### src/rtl/snake_pkg.sv
// Shared types and constants for the snake engine controller.
package snake_pkg;

  localparam int unsigned COORD_W = 5;

  localparam logic [1:0] DIR_UP    = 2'b00;
  localparam logic [1:0] DIR_RIGHT = 2'b01;
  localparam logic [1:0] DIR_DOWN  = 2'b10;
  localparam logic [1:0] DIR_LEFT  = 2'b11;

  typedef enum logic [2:0] {
    StIdle,
    StRunWait,
    StCalc,
    StScan,
    StCommit,
    StOver
  } state_e;

  // Opposite directions differ only in the top bit of the encoding.
  function automatic logic [1:0] dir_opposite(input logic [1:0] dir);
    return dir ^ 2'b10;
  endfunction

endpackage

### src/rtl/snake_tick_timer.sv
// Move-pacing counter: counts while clr is low and flags done on its last cycle.
module snake_tick_timer #(
  parameter int unsigned TICK_CYCLES = 5_000_000
) (
  input  logic clk,
  input  logic rst,
  input  logic clr,
  output logic done
);

  localparam int unsigned CntW = (TICK_CYCLES > 1) ? $clog2(TICK_CYCLES) : 1;
  localparam logic [CntW-1:0] Last = CntW'(TICK_CYCLES - 1);

  logic [CntW-1:0] cnt_q, cnt_d;

  assign done = (cnt_q == Last);

  always_comb begin
    cnt_d = cnt_q + CntW'(1);
    if (clr || done) begin
      cnt_d = '0;
    end
  end

  always_ff @(posedge clk) begin
    if (rst) begin
      cnt_q <= '0;
    end else begin
      cnt_q <= cnt_d;
    end
  end

endmodule

### src/rtl/snake_controller.sv
// Snake move sequencer: paces moves, computes the next head, scans the body
// chain for self-collision and drives the chain shift/reload pulses.
module snake_controller
  import snake_pkg::*;
#(
  parameter int unsigned GRID        = 20,
  parameter int unsigned MAX_LEN     = 16,
  parameter int unsigned INIT_LEN    = 3,
  parameter int unsigned TICK_CYCLES = 5_000_000,
  parameter int unsigned START_X     = 10,
  parameter int unsigned START_Y     = 10
) (
  input  logic                       clk,
  input  logic                       rst,
  input  logic                       start,
  input  logic [1:0]                 dir_req,
  input  logic                       dir_valid,
  input  logic [4:0]                 food_x,
  input  logic [4:0]                 food_y,
  input  logic [4:0]                 body_rd_x,
  input  logic [4:0]                 body_rd_y,
  output logic [$clog2(MAX_LEN)-1:0] body_rd_idx,
  output logic                       shift_en,
  output logic                       body_init,
  output logic [4:0]                 head_x,
  output logic [4:0]                 head_y,
  output logic [4:0]                 length,
  output logic                       food_eaten,
  output logic                       game_over,
  output logic                       busy
);

  localparam int unsigned IdxW = $clog2(MAX_LEN);
  localparam logic [COORD_W-1:0] GridMax = COORD_W'(GRID - 1);
  localparam logic [COORD_W-1:0] StartX  = COORD_W'(START_X);
  localparam logic [COORD_W-1:0] StartY  = COORD_W'(START_Y);
  localparam logic [COORD_W-1:0] InitLen = COORD_W'(INIT_LEN);
  localparam logic [COORD_W-1:0] MaxLen  = COORD_W'(MAX_LEN);

  state_e               state_q, state_d;
  logic [COORD_W-1:0]   head_x_q, head_x_d, head_y_q, head_y_d;
  logic [COORD_W-1:0]   nxt_x_q, nxt_x_d, nxt_y_q, nxt_y_d;
  logic [COORD_W-1:0]   len_q, len_d;
  logic [COORD_W-1:0]   scan_n_q, scan_n_d, scan_c_q, scan_c_d;
  logic [1:0]           dir_q, dir_d, pend_q, pend_d;
  logic                 grow_q, grow_d, hit_q, hit_d;

  logic                 tick_clr, tick_done;
  logic                 dir_ok, wall, hit_c, grow_c;
  logic [1:0]           dir_eff;
  logic [COORD_W-1:0]   cand_x, cand_y;

  snake_tick_timer #(
    .TICK_CYCLES(TICK_CYCLES)
  ) u_tick (
    .clk (clk),
    .rst (rst),
    .clr (tick_clr),
    .done(tick_done)
  );

  // Candidate head from the direction that CALC would commit this cycle.
  always_comb begin
    dir_ok  = dir_valid && (dir_req != dir_opposite(dir_q));
    dir_eff = dir_ok ? dir_req : pend_q;
    cand_x  = head_x_q;
    cand_y  = head_y_q;
    wall    = 1'b0;
    unique case (dir_eff)
      DIR_UP:    begin wall = (head_y_q == '0);      cand_y = head_y_q - COORD_W'(1); end
      DIR_RIGHT: begin wall = (head_x_q == GridMax); cand_x = head_x_q + COORD_W'(1); end
      DIR_DOWN:  begin wall = (head_y_q == GridMax); cand_y = head_y_q + COORD_W'(1); end
      DIR_LEFT:  begin wall = (head_x_q == '0);      cand_x = head_x_q - COORD_W'(1); end
    endcase
    hit_c  = (cand_x == food_x) && (cand_y == food_y);
    grow_c = hit_c && (len_q < MaxLen);
  end

  always_comb begin
    state_d     = state_q;
    head_x_d    = head_x_q;
    head_y_d    = head_y_q;
    nxt_x_d     = nxt_x_q;
    nxt_y_d     = nxt_y_q;
    len_d       = len_q;
    scan_n_d    = scan_n_q;
    scan_c_d    = scan_c_q;
    dir_d       = dir_q;
    pend_d      = dir_ok ? dir_req : pend_q;
    grow_d      = grow_q;
    hit_d       = hit_q;
    tick_clr    = 1'b1;
    shift_en    = 1'b0;
    body_init   = 1'b0;
    food_eaten  = 1'b0;
    body_rd_idx = '0;

    case (state_q)
      StIdle, StOver: begin
        if (start) begin
          state_d   = StRunWait;
          body_init = 1'b1;
          head_x_d  = StartX;
          head_y_d  = StartY;
          dir_d     = DIR_RIGHT;
          pend_d    = DIR_RIGHT;
          len_d     = InitLen;
        end
      end
      StRunWait: begin
        tick_clr = 1'b0;
        if (tick_done) state_d = StCalc;
      end
      StCalc: begin
        dir_d    = dir_eff;
        nxt_x_d  = cand_x;
        nxt_y_d  = cand_y;
        grow_d   = grow_c;
        hit_d    = hit_c;
        // Without growth the tail cell is vacated by the shift, so skip it.
        scan_n_d = grow_c ? len_q : len_q - COORD_W'(1);
        scan_c_d = '0;
        if (wall) begin
          state_d = StOver;
        end else if (scan_n_d == '0) begin
          state_d = StCommit;
        end else begin
          state_d = StScan;
        end
      end
      StScan: begin
        // scan_c_q counts issued indices; the sample for index c-1 arrives now.
        if (scan_c_q < scan_n_q) body_rd_idx = scan_c_q[IdxW-1:0];
        if ((scan_c_q != '0) && (body_rd_x == nxt_x_q) && (body_rd_y == nxt_y_q)) begin
          state_d = StOver;
        end else if (scan_c_q == scan_n_q) begin
          state_d = StCommit;
        end else begin
          scan_c_d = scan_c_q + COORD_W'(1);
        end
      end
      StCommit: begin
        shift_en   = 1'b1;
        food_eaten = hit_q;
        head_x_d   = nxt_x_q;
        head_y_d   = nxt_y_q;
        if (grow_q) len_d = len_q + COORD_W'(1);
        state_d    = StRunWait;
      end
      default: state_d = StIdle;
    endcase

    if (rst) begin
      shift_en   = 1'b0;
      body_init  = 1'b0;
      food_eaten = 1'b0;
    end
  end

  always_ff @(posedge clk) begin
    if (rst) begin
      state_q  <= StIdle;
      head_x_q <= StartX;
      head_y_q <= StartY;
      nxt_x_q  <= StartX;
      nxt_y_q  <= StartY;
      len_q    <= InitLen;
      scan_n_q <= '0;
      scan_c_q <= '0;
      dir_q    <= DIR_RIGHT;
      pend_q   <= DIR_RIGHT;
      grow_q   <= 1'b0;
      hit_q    <= 1'b0;
    end else begin
      state_q  <= state_d;
      head_x_q <= head_x_d;
      head_y_q <= head_y_d;
      nxt_x_q  <= nxt_x_d;
      nxt_y_q  <= nxt_y_d;
      len_q    <= len_d;
      scan_n_q <= scan_n_d;
      scan_c_q <= scan_c_d;
      dir_q    <= dir_d;
      pend_q   <= pend_d;
      grow_q   <= grow_d;
      hit_q    <= hit_d;
    end
  end

  assign head_x    = head_x_q;
  assign head_y    = head_y_q;
  assign length    = len_q;
  assign game_over = (state_q == StOver);
  assign busy      = (state_q == StCalc) || (state_q == StScan) || (state_q == StCommit);

endmodule

### config.mk
export PLATFORM = sky130hd
export DESIGN_NAME = snake_controller
export DESIGN_NICKNAME = d
export VERILOG_FILES = /design/src/rtl/snake_pkg.sv /design/src/rtl/snake_tick_timer.sv /design/src/rtl/snake_controller.sv
export SDC_FILE = /design/constraint.sdc
export NUM_CORES = 1
export LEC_CHECK = 0
export BUFFER_PORTS_ARGS = -buffer_cell sky130_fd_sc_hd__buf_2
export CORE_MARGIN = 4
export CORE_UTILIZATION = 43
export CTS_BUF_LIST = sky130_fd_sc_hd__clkbuf_16
export DETAILED_ROUTE_END_ITERATION = 7
export PLACE_DENSITY_LB_ADDON = 0.2
export SYNTH_ARGS = -nofsm -noshare
export SYNTH_HDL_FRONTEND = slang
export SYNTH_HIERARCHICAL = 1
export SYNTH_SLANG_ARGS = --single-unit
### constraint.sdc
create_clock -name clk -period 7.92 [get_ports clk]
set_input_delay 0.792 -clock clk [delete_from_list [all_inputs] [get_ports clk]]
set_output_delay 0.792 -clock clk [all_outputs]
set_load 0.02 [all_outputs]
### Word-level counts from Yosys, hierarchy flattened

Cells that the tools add are included.

| operators by class | value |
|---|---|
| equal/unequal tests | 23 |
| order comparisons | 2 |
| reductions and logical operators | 24 |
| add/subtract/negate cells | 8 |
| bitwise gates (word level) | 1 |
| multiplexer cells | 35 |

Operators by type and width:

| operator | count |
|---|---|
| 5-bit one-hot mux with 2 select lines | 6 |
| 5-bit two-way mux | 6 |
| 5-bit equality test | 5 |
| 23-bit by 1-bit adder with 23-bit output (second input constant) | 1 |
| 23-bit equality test (second input constant) | 1 |
| 5-bit by 1-bit adder with 5-bit output (second input constant) | 4 |
| 3-bit two-way mux | 6 |
| 5-bit zero test | 3 |
| 3-bit one-hot mux with 5 select lines | 1 |
| 5-bit by 1-bit subtractor with 5-bit output (second input constant) | 3 |
| 5-bit equality test (second input constant) | 2 |
| 3-bit AND reduction | 3 |
| 1-bit two-way mux | 8 |
| 2-bit two-way mux | 4 |
| 4-bit two-way mux | 2 |
| 2-bit inequality test (second input constant) | 4 |
| 3-bit by 2-bit equality test with 1-bit output (second input constant) | 2 |
| 3-bit equality test (second input constant) | 2 |
| 2-bit nonzero test | 3 |
| 1-bit logical AND | 5 |
| 5-bit less-than comparator | 1 |
| 5-bit less-than comparator (second input constant) | 1 |
| 5-bit nonzero test | 1 |
| 2-bit equality test (second input constant) | 2 |
| other kinds (13) | 17 |

| storage, ports and cells | value |
|---|---|
| output and inout port bits | 24 |
| register bits after elaboration | 67 |

### Longest topological paths before layout

| depth | value |
|---|---|
| depth in word-level cells | 14 |
| depth in mapped cells | 18 |

### Modules after synthesis

The synthesis kept the hierarchy.

Modules (own cells, without submodules):

| module | area each (µm²) | sequential area each (µm²) | cells each | instances |
|---|---|---|---|---|
| snake_controller | 3250.6 | 880.8 | 419 | 1 |
| snake_tick_timer | 1101.1 | 460.4 | 128 | 1 |

### Least setup slack after synthesis

No wires, ideal clock.

| timing path | value |
|---|---|
| path type | input -> register |
| from | input port dir_req[1] |
| to | register scan_n_q[3] |
| stages on the path | 18 |
| arrival time | 4692 ps |
| buffers on the path | 3 |
| required time | 7858 ps |
| library setup time | 62 ps |
| path slack | 3166 ps |
| cells stage by stage | xnor2_1 > o21a_1 > or2_1 > buf_6 > inv_4 > clkbuf_1 > ha_1 > buf_2 > xor2_1 > ha_1 > a21oi_1 > xor2_1 > nor3_1 > mux2_2 > nor3b_1 > or4bb_1 > or4_1 > nand3_1 |

| on the way | value |
|---|---|
| longest elaborated chain between the ends | 9 |
| elaborated cells on any way between the ends | 14 |
| those cells by class | eq/ne (6); mux (4); reduce/logical (4) |

RTL lines:

| item | RTL line | RTL |
|---|---|---|
| start, declared | snake_controller.sv:16 | `input logic [1:0] dir_req,` |
| 2-bit inequality test | snake_controller.sv:64 | `dir_ok = dir_valid && (dir_req != dir_opposite(dir_q));` |
| 1-bit logical AND | snake_controller.sv:64 |  |
| 2-bit two-way mux * | snake_controller.sv:65 | `dir_eff = dir_ok ? dir_req : pend_q;` |
| 2-bit equality test (tied with other cells) | snake_controller.sv:69 | `unique case (dir_eff)` |
| 5-bit one-hot mux with 2 select lines | snake_controller.sv:69 |  |
| 5-bit equality test | snake_controller.sv:75 | `hit_c = (cand_x == food_x) && (cand_y == food_y);` |
| 1-bit logical AND * | snake_controller.sv:75 |  |
| 1-bit logical AND * | snake_controller.sv:76 | `grow_c = hit_c && (len_q < MaxLen);` |
| 5-bit two-way mux * | snake_controller.sv:121 | `scan_n_d = grow_c ? len_q : len_q - COORD_W'(1);` |
| end signal, assigned | snake_controller.sv:181 | `scan_n_q <= scan_n_d;` |
| end, declared | snake_controller.sv:44 | `logic [COORD_W-1:0] scan_n_q, scan_n_d, scan_c_q, scan_c_d;` |

Mark *: on every way between the ends. The rest lies on a longest branch, timed or not.
A chain may end at the register's enable or synchronous reset.

### Worst setup path in the final report

Ends and elaborated chain as after synthesis.

==> flow_metrics.py <==
metrics = {
    "hold_path": {
        "worstHoldPathType": "flop to flop",
        "worst_hold_path.endpoint": "hit_q$_SDFFE_PP0P_",
        "hold_depth": 2,
        "worstHoldStart": "hit_q$_SDFFE_PP0P_",
    },
    "clocking": {
        "clock_path_buffers": 2,
        "cts_tree": "built",
        "post_cts_buffers": 0,
        "numClockSinks": 67,
        "cts_resized": 0,
        "numCtsBuffers": 9,
        "path_clk_slew_ps": 50,
        "clock_latency_ps": 330,
        "hold_buffers": 0,
        "ctsRootBufferMaster": "clkbuf_16",
        "htree_levels": 3,
    },
    "sta": {
        "clock_skew_ps": 7.57,
        "rsz0062_at_grt": "false",
        "hold_viol": 0,
        "slew_viol_final": 0,
        "worstMarginPinSlew_ps": 855,
        "finalCriticalPeriod_ps": 4960,
        "maxSlewHeadroom_pct": 42.3,
        "worst_slack_ps": 2960,
        "finalSetupViolCount": 0,
        "whs_ps": 449,
        "finalCritPeriodShare_pct": 62.7,
        "max_freq_mhz": 201,
        "setup_tns_ps": 0,
    },
    "placed_design": {
        "io_buffers": 49,
        "gp_congestion": 0.956,
        "dpl.hpwl_mm": 8.92,
        "post-place-cells": 710,
        "dp_worst_setup_slack_ps": 2650,
    },
    "logic_synthesis": {
        "synth_compound_area_share_pct": 18.9,
        "synth_seq_cells": 67,
        "synth_ff_type": "dfxtp_1",
        "synth-adder-area-share_pct": 5.87,
        "synth_top_family_by_area": "simple AND/OR/NAND/NOR gates",
        "synth_cell_types": 77,
        "synthMuxAreaShare_pct": 1.67,
        "yosys.area_share.simple_pct": 28.8,
        "synth_fp_nets": 592,
        "seq_area_frac_synth_pct": 30.8,
        "synthArstFlopShare_pct": 0,
        "synth_cells": 547,
        "synth_enable_flop_cells": 0,
        "yosysWarningCount": 6,
        "synth-xor-area-share_pct": 9.26,
        "synth_area_um2": 4350,
        "synth.avg_cell_area_um2": 7.96,
    },
    "setup_path": {
        "crit_fanout": 15,
        "worstSetupPathType": "primary input to flop",
        "reg2reg_slack_ps": 3170,
        "worstSetupEndpointType": "flop",
        "startpoint": "dir_req[1]",
        "reg2reg_from": "dir_q[1]$_SDFFE_PP0P_",
        "cp.required_ps": 8180,
        "reg2regPathDepth": 15,
        "worstPathArrival_ps": 5230,
        "reg2reg_to": "scan_n_q[3]$_SDFFE_PP0P_",
        "critPathLaunchType": "primary input",
    },
    "final_layout": {
        "drive_above_1_share_pct": 13.3,
        "instances_no_fill": 725,
        "post-route-util_pct": 50.5,
        "nNetsFinal": 633,
        "area_growth_syn_to_layout_pct": 13.9,
        "diodes": 0,
    },
    "status": {
        "status": "completed",
    },
    "die": {
        "initial_utilization_pct": 44.3,
        "die_y_um": 109,
        "dieArea_um2": 11800,
        "std_cell_rows": 36,
        "dieWidth_um": 109,
        "ioPinCount": 50,
        "core_area_um2": 9820,
    },
    "grt": {
        "antenna_found_initial": 0,
        "grt_pass1_vias": 3935,
        "grt_max_degree": 30,
        "grt_pass1_wl_mm": 19.7,
        "grt-ovfl-total": 0,
        "track_usage_pct": 20.9,
    },
    "route": {
        "firstDrtPassIters": 5,
        "routedWlPerCell_um": 16.4,
        "drtIter0Drc": 294,
        "num_vias": 4254,
        "detail-route-antenna-nets": 0,
        "drc_errors": 0,
        "finalWirelength_mm": 11.9,
        "via_per_inst": 5.87,
    },
    "power": {
        "power.leakage_nw": 1.84,
        "powerDensity_nw_per_um2": 161,
        "irDropWorstVdd_mv": 0.100,
    },
    "job": {
        "cap_violations": 0,
    },
}
==> stage by stage <==
step	cell area [um^2]	total power, W
finish	4960	0.000796
global route	4960	0.000829
floorplan	4350	0.000402
global placement	4680	0.000422
CTS	4960	0.000803
detailed placement	4680	0.000424
==> area by class of cell <==
class | count | area (um^2)
flip-flops and latches | 67 | 1340
inverters | 28 | 108
well taps | 133 | 166
clock buffers | 9 | 225
multi-input cells | 431 | 2810
fillers | 999 | 4860
repair buffers | 51 | 260
clock inverters | 6 | 51.3
==> Yosys cell counts, drive strengths merged, types with 14 or more instances <==
master	n	area share, %
inv	27	2.4
nor3	18	2.1
nand3	21	2.5
dfxtp	67	31
xor2	18	3.6
clkbuf	14	1.2
xnor2	28	5.6
nand2	45	3.9
nor2	59	5.1
nand4	15	2.3
ha	18	5.2
a21oi	30	3.5
o21ai	30	3.5
==> layout by cell type (no fill, tap or decap), types with 20 or more instances in the layout <==
cell     instances
buf_2           49
o21ai_0         28
dfxtp_1         67
nor2_1          59
nand2_1         44
xnor2_1         28
inv_1           29
a21oi_1         30
nand3_1         20
==> metal layers <==
layer | track usage [%] | vias up | part of all wire, %
met5 | 0 | - | 0
met4 | 6.40 | 0 | 1.8
met3 | 4.30 | 17 | 6.2
met2 | 31.6 | 159 | 45
met1 | 29.8 | 2000 | 47
li1 | - | 2078 | -
==> worst max-delay path: stages <==
cell	delay, ps
buf_2	120
xnor2_1	210
o21a_1	220
or2_1	430
inv_4	160
ha_1	360
xor2_1	200
ha_1	220
a21oi_1	140
xor2_1	110
nor3_1	470
mux2_2	410
nor3b_1	300
or4bb_1	510
or4_1	490
nand3_1	90
==> kinds of logic after synthesis <==
| logic type | Yosys count |
|---|---|
| buffers and inverters | 49 |
| AO/OA/AOI/OAI | 124 |
| multiplexers | 7 |
| XOR/XNOR | 46 |
| AND/OR/NAND/NOR | 234 |
| adder cells (fa/ha/maj) | 20 |
| flip-flops | 67 |
==> flip-flops by register name, summed over array words and instances, names as in the netlist, 2 cells and up <==
name / count
head_x: 5
nxt_x_q: 5
state_q: 3
dir_q: 2
length: 5
scan_n_q: 5
head_y: 5
u_tick/cnt_q: 23
pend_q: 2
scan_c_q: 5
nxt_y_q: 5
==> how the worst max path moves through the flow <==
stage	end	depth (start not counted)	slack [ps]
finish	scan_n_q[3]$_SDFFE_PP0P_	16	2960
global route	state_q[1]$_SDFFE_PP0P_	16	2500
global placement	scan_n_q[3]$_SDFFE_PP0P_	16	2830
floorplan	scan_n_q[3]$_SDFFE_PP0P_	18	3170
CTS	scan_n_q[3]$_SDFFE_PP0P_	16	2990
detailed placement	state_q[0]$_SDFFE_PP0P_	16	2650
==> power by group <==
part	leakage (nW)	switching, W	total [W]	internal (W)
combinational	1.15	0.0000471	0.0000755	0.0000284
clock	0.149	0.000141	0.000378	0.000237
sequential	0.541	0.00000343	0.000342	0.000339
total	1.84	0.000192	0.000796	0.000605
Power figures use the tool's default switching activity.
